### config.mk
export PLATFORM = sky130hd
export DESIGN_NAME = ball_round_ctrl
export DESIGN_NICKNAME = d
export VERILOG_FILES = /design/src/rtl/ball_round_ctrl.sv
export SDC_FILE = /design/constraint.sdc
export NUM_CORES = 1
export LEC_CHECK = 0
export BUFFER_PORTS_ARGS = -buffer_cell sky130_fd_sc_hd__buf_2
export CAP_MARGIN = 25
export CORE_UTILIZATION = 58
export DETAILED_ROUTE_END_ITERATION = 8
export HOLD_SLACK_MARGIN = 0.05
export PLACE_DENSITY = 0.86
export SKIP_CTS_REPAIR_TIMING = 1
export SLEW_MARGIN = 5
export SYNTH_ARGS = -nofsm -noshare
export SYNTH_HDL_FRONTEND = slang
export SYNTH_SLANG_ARGS = --single-unit
### constraint.sdc
create_clock -name clk -period 3.6 [get_ports clk]
set_input_delay 0.18 -clock clk [delete_from_list [all_inputs] [get_ports clk]]
set_output_delay 0.18 -clock clk [all_outputs]
set_load 0.05 [all_outputs]
### src/rtl/ball_round_ctrl.sv
// Reflex-trainer round sequencer: random inter-round delay, pseudo-random ball
// placement, click hit-box test, score and reaction-time bookkeeping.
module ball_round_ctrl #(
  parameter int BALL_R     = 16,
  parameter int TIMEOUT_F  = 90,
  parameter int MIN_DELAY  = 30,
  parameter int DELAY_MASK = 63,
  parameter int ROUNDS     = 10
) (
  input  logic       clk,
  input  logic       rst,
  input  logic       frame_tick,
  input  logic       start,
  input  logic       MOUSE_LEFT,
  input  logic [9:0] MOUSE_X_POS,
  input  logic [9:0] MOUSE_Y_POS,
  output logic [9:0] ball_x,
  output logic [9:0] ball_y,
  output logic       enable_ball,
  output logic       hit,
  output logic       miss,
  output logic [7:0] score,
  output logic [7:0] last_rt,
  output logic       busy,
  output logic       done
);

  typedef enum logic [1:0] {S_IDLE, S_WAIT, S_SHOW, S_DONE} state_t;

  localparam logic signed [10:0] R_S    = 11'(BALL_R);
  localparam logic [8:0]         Y_FOLD = 9'(480 - 2 * BALL_R);

  state_t      r_state;
  state_t      w_next;
  logic [15:0] r_lfsr;
  logic        r_left_q;
  logic [7:0]  r_cnt;
  logic [7:0]  r_frcnt;
  logic [7:0]  r_round;
  logic [7:0]  r_score;
  logic [7:0]  r_last_rt;
  logic        r_hit;
  logic        r_miss;
  logic [9:0]  r_ball_x;
  logic [9:0]  r_ball_y;

  logic              w_fb;
  logic [7:0]        w_delay;
  logic [8:0]        w_y_raw;
  logic [8:0]        w_y_fold;
  logic signed [10:0] w_dx;
  logic signed [10:0] w_dy;
  logic              w_in_box;
  logic              w_click;
  logic              w_timeout;
  logic              w_start_game;
  logic              w_load_delay;
  logic              w_latch_pos;
  logic              w_hit;
  logic              w_miss;

  assign w_fb    = r_lfsr[15] ^ r_lfsr[13] ^ r_lfsr[12] ^ r_lfsr[10];
  assign w_delay = 8'(MIN_DELAY) + {2'b00, r_lfsr[5:0] & 6'(DELAY_MASK)};

  // Fold tall y values back by 256 so the whole hit box stays on a 480-line screen.
  assign w_y_raw  = r_lfsr[15:7];
  assign w_y_fold = (w_y_raw >= Y_FOLD) ? (w_y_raw - 9'd256) : w_y_raw;

  assign w_dx      = $signed({1'b0, MOUSE_X_POS}) - $signed({1'b0, r_ball_x});
  assign w_dy      = $signed({1'b0, MOUSE_Y_POS}) - $signed({1'b0, r_ball_y});
  assign w_in_box  = (w_dx <= R_S) && (w_dx >= -R_S) && (w_dy <= R_S) && (w_dy >= -R_S);
  assign w_click   = MOUSE_LEFT & ~r_left_q;
  assign w_timeout = frame_tick && (r_frcnt == 8'(TIMEOUT_F - 1));

  always_ff @(posedge clk) begin
    if (rst) r_state <= S_IDLE;
    else     r_state <= w_next;
  end

  always_comb begin
    w_next       = r_state;
    w_start_game = 1'b0;
    w_load_delay = 1'b0;
    w_latch_pos  = 1'b0;
    w_hit        = 1'b0;
    w_miss       = 1'b0;
    case (r_state)
      S_IDLE, S_DONE: begin
        if (start) begin
          w_next       = S_WAIT;
          w_start_game = 1'b1;
          w_load_delay = 1'b1;
        end
      end
      S_WAIT: begin
        if (frame_tick && (r_cnt == 8'd0)) begin
          w_next      = S_SHOW;
          w_latch_pos = 1'b1;
        end
      end
      S_SHOW: begin
        // A hit wins over a timeout landing in the same cycle.
        if (w_click && w_in_box) w_hit  = 1'b1;
        else if (w_timeout)      w_miss = 1'b1;
        if (w_hit || w_miss) begin
          if (r_round == 8'(ROUNDS - 1)) begin
            w_next = S_DONE;
          end else begin
            w_next       = S_WAIT;
            w_load_delay = 1'b1;
          end
        end
      end
      default: w_next = S_IDLE;
    endcase
  end

  always_ff @(posedge clk) begin
    if (rst) begin
      r_lfsr    <= 16'hACE1;
      r_left_q  <= 1'b0;
      r_cnt     <= 8'd0;
      r_frcnt   <= 8'd0;
      r_round   <= 8'd0;
      r_score   <= 8'd0;
      r_last_rt <= 8'd0;
      r_hit     <= 1'b0;
      r_miss    <= 1'b0;
      r_ball_x  <= 10'd0;
      r_ball_y  <= 10'd0;
    end else begin
      r_lfsr   <= {r_lfsr[14:0], w_fb};
      r_left_q <= MOUSE_LEFT;
      r_hit    <= w_hit;
      r_miss   <= w_miss;

      if (w_start_game) begin
        r_score <= 8'd0;
        r_round <= 8'd0;
      end else begin
        if (w_hit)           r_score <= r_score + 8'd1;
        if (w_hit || w_miss) r_round <= r_round + 8'd1;
      end

      if (w_hit) r_last_rt <= r_frcnt;

      if (w_load_delay)
        r_cnt <= w_delay;
      else if ((r_state == S_WAIT) && frame_tick && (r_cnt != 8'd0))
        r_cnt <= r_cnt - 8'd1;

      if (w_latch_pos) begin
        r_ball_x <= 10'(BALL_R) + {1'b0, r_lfsr[8:0]};
        r_ball_y <= 10'(BALL_R) + {1'b0, w_y_fold};
        r_frcnt  <= 8'd0;
      end else if ((r_state == S_SHOW) && frame_tick && (r_frcnt != 8'hFF)) begin
        r_frcnt <= r_frcnt + 8'd1;
      end
    end
  end

  assign ball_x      = r_ball_x;
  assign ball_y      = r_ball_y;
  assign enable_ball = (r_state == S_SHOW);
  assign hit         = r_hit;
  assign miss        = r_miss;
  assign score       = r_score;
  assign last_rt     = r_last_rt;
  assign busy        = (r_state == S_WAIT) || (r_state == S_SHOW);
  assign done        = (r_state == S_DONE);

endmodule
==> flow_summary.json <==
{
  "die_area_um2": 8380,
  "synth_area_leaders": "dfxtp_1 (35%), ha_1 (9.4%), nor2_1 (4.8%)",
  "synth_top_family_by_area": "simple AND/OR/NAND/NOR gates",
  "num_rows": 32,
  "hp-class": "input pin to flop",
  "mostFrequentLayoutCells": "dfxtp_1 (80), buf_2 (65), nor2_1 (59), inv_1 (40), ha_1 (34)",
  "async_reset_ff_share_pct": 0,
  "drive_gt1_share_pct": 19.0,
  "yosysUniqueCellTypes": 62,
  "port_buffers": 65,
  "io-pin-count": 66,
  "ant_nets": 0,
  "synthXorXnorAreaFrac_pct": 6.59,
  "syn-cell-area_um2": 4650,
  "crit_chain": "ha_1 > fa_2 > nor2b_2 > o22ai_1 > xor2_1 > a41oi_1 > or4_4 > o31ai_4 > nand3_4 > buf_4 > o31ai_1 > a21oi_1",
  "crit_type": "flop to flop",
  "synth-seq-area-share_pct": 34.9,
  "final_util_pct": 69.5,
  "slew_headroom_pct": 36.3,
  "wl_per_cell_um": 14.9,
  "p_per_area_nw_per_um2": 541,
  "yosysTopAreaCellShare_pct": 34.9,
  "cts_buffers": 9,
  "grt.overflow.total": 0,
  "h-tree-depth": 3,
  "grt_usage_pct": 25.5,
  "post-dp-hpwl_um": 7440,
  "coreArea_um2": 7730,
  "final_common_cell": "dfxtp_1",
  "syn_inst": 537,
  "cp_slowest_cell": "or4_4",
  "detail_route.vias_per_cell": 5.88,
  "worst_path_largest_cell_delay_ps": 590,
  "drtPass1Iterations": 5,
  "timing.final.crit_share_pct": 97.5,
  "synth-simple-area-share_pct": 21.6,
  "antenna_found_initial": 0,
  "nFillCells": 607,
  "die_x_um": 91.5,
  "cap_viol_max_count": 0,
  "critPathCaptureType": "flop",
  "synthAdderAreaFrac_pct": 10.3,
  "syn_nets": 599,
  "ys.flop_type": "dfxtp_1",
  "cp.arrival_ps": 3740,
  "vdd_ir_drop_max_v": 0.000403,
  "setup_viol": 0,
  "cts.clk_slew.worst_paths_ps": 80,
  "start_util_pct": 60.2,
  "finClkSkew_ps": 8.81,
  "die-height_um": 91.5,
  "drt_iter0_drc": 269,
  "grt_start_max_net_pins": 57,
  "grt_pass1_vias": 3817,
  "power.leakage_uw": 0.00233,
  "worst_setup_path_start_kind": "flop",
  "clkLatencyLatePin_ps": 360,
  "fmax_ghz": 0.285,
  "routabilityCongestion": 0.902,
  "grt_pass1_wl_um": 17200,
  "final_area_um2": 5370,
  "ys_ff_latch": 81,
  "drc": 0,
  "routed_wl_um": 10600,
  "insertedDiodeCount": 0,
  "synth_compound_area_share_pct": 18.4,
  "worst_pin_slew_ps": 955,
  "synth_edf_count": 0,
  "yosysWarnings": 0,
  "synthToLayoutAreaGrowth_pct": 15.4,
  "vias": 4184,
  "clock_sinks": 81,
  "clock_path_buffers": 2,
  "synth_area_leader_cell": "dfxtp_1",
  "synth_mux_area_share_pct": 3.66,
  "hold_viol": 0,
  "maxSlewViolCount": 0,
  "cts_tree": "yes",
  "dpl-instance-area_um2": 5050,
  "layout.nets": 666,
  "status": "complete, no violations",
  "cts-root-buf": "clkbuf_8",
  "cp.required_ps": 3830,
  "synth.avg_cell_area_um2": 8.66,
  "crit_fanout": 13,
  "finalWorstPathRequiredPeriod_ps": 3510
}
==> layout make-up <==
type                    instances  area (um2)  area share (%)
well taps                     102         128            2.38
multi-input cells             400        2880            53.6
clock buffers                  11         131            2.45
flip-flops and latches         81        1620            30.2
clock inverters                 5        78.8            1.47
repair buffers                 72         378            7.04
inverters                      40         150            2.80
==> worst paths after layout <==
path / startpoint / end / slack (ps) / cells after the start
hold reg to reg: ball_y[9] / ball_y[9] / 460 / 2
setup / recovery: ball_x[0] / score[4] / 90 / 12
setup reg to reg: ball_x[0] / score[4] / 90 / 12
hold / removal: MOUSE_LEFT / r_left_q / 80 / 2
==> report_power, final <==
group | switching (uW) | total [uW] | internal [uW] | leakage [uW]
registers | 85.0 | 1070 | 990 | 0.000660
logic | 698 | 1110 | 416 | 0.00157
clock network | 327 | 718 | 391 | 0.000108
==> Yosys cell counts (all sizes together), types with 8 or more instances <==
cell type and count:
nand3 13, a31oi 9, clkbuf 12, nand2 29, mux2i 17, nor3 11, nand4 11, a21oi 18
nor2 59, o21ai 16, nor2b 11, inv 40, and3 8, ha 35, a211oi 13, xor2 19
nand2b 15, dfxtp 81, xnor2 16, or2 13
==> layer usage <==
layer / up-vias / GRT usage, % / share of wire, %
li1: 2067 / - / -
met1: 1966 / 31.9 / 44
met2: 123 / 42.4 / 48
met3: 28 / 4.27 / 5.2
met4: 0 / 12.6 / 2.5
met5: - / 0 / 0
==> flip-flops by register name, indices dropped and copies added, names as in the netlist <==
name	cells
ball_y	10
r_state	2
r_left_q	1
score	8
r_frcnt	8
r_round	8
ball_x	10
last_rt	8
miss	1
hit	1
r_cnt	8
r_lfsr	16
==> critical path, delay by kind of cell, from the launching register on <==
family	cells	cell delay, ps
AOI/OAI and AO/OA	5	1020
buffers and inverters	1	260
DFF	1	340
and+or+nand+nor	3	890
xor gates and xnor gates	1	280
adders and majority gates	2	580
==> cells by family (layout without fill, tap and decap cells) <==
logic type / Yosys count / in the layout
and+or+nand+nor: 194 / 194
AOI/OAI and AO/OA: 117 / 117
DFF: 81 / 81
buffers and inverters: 56 / 128
adders and majority gates: 37 / 37
xor gates and xnor gates: 35 / 35
muxes: 17 / 17
==> metrics by stage <==
stage | std cells | TNS, ps | setup WS, ps | hold WS [ps] | power [uW]
2_1_floorplan | 537 | 0 | 28.8 | 308 | 1900
6_report | 711 | 0 | 88.6 | 76.2 | 2910
4_1_cts | 706 | 0 | 69.6 | 67.0 | 2840
3_5_place_dp | 690 | 0 | 65.9 | 432 | 2120
3_3_place_gp | 690 | 0 | 242 | 401 | 2090
5_1_grt | 711 | -108 | -61.9 | 85.1 | 3070
No activity file was read; power rests on OpenSTA's default activity.
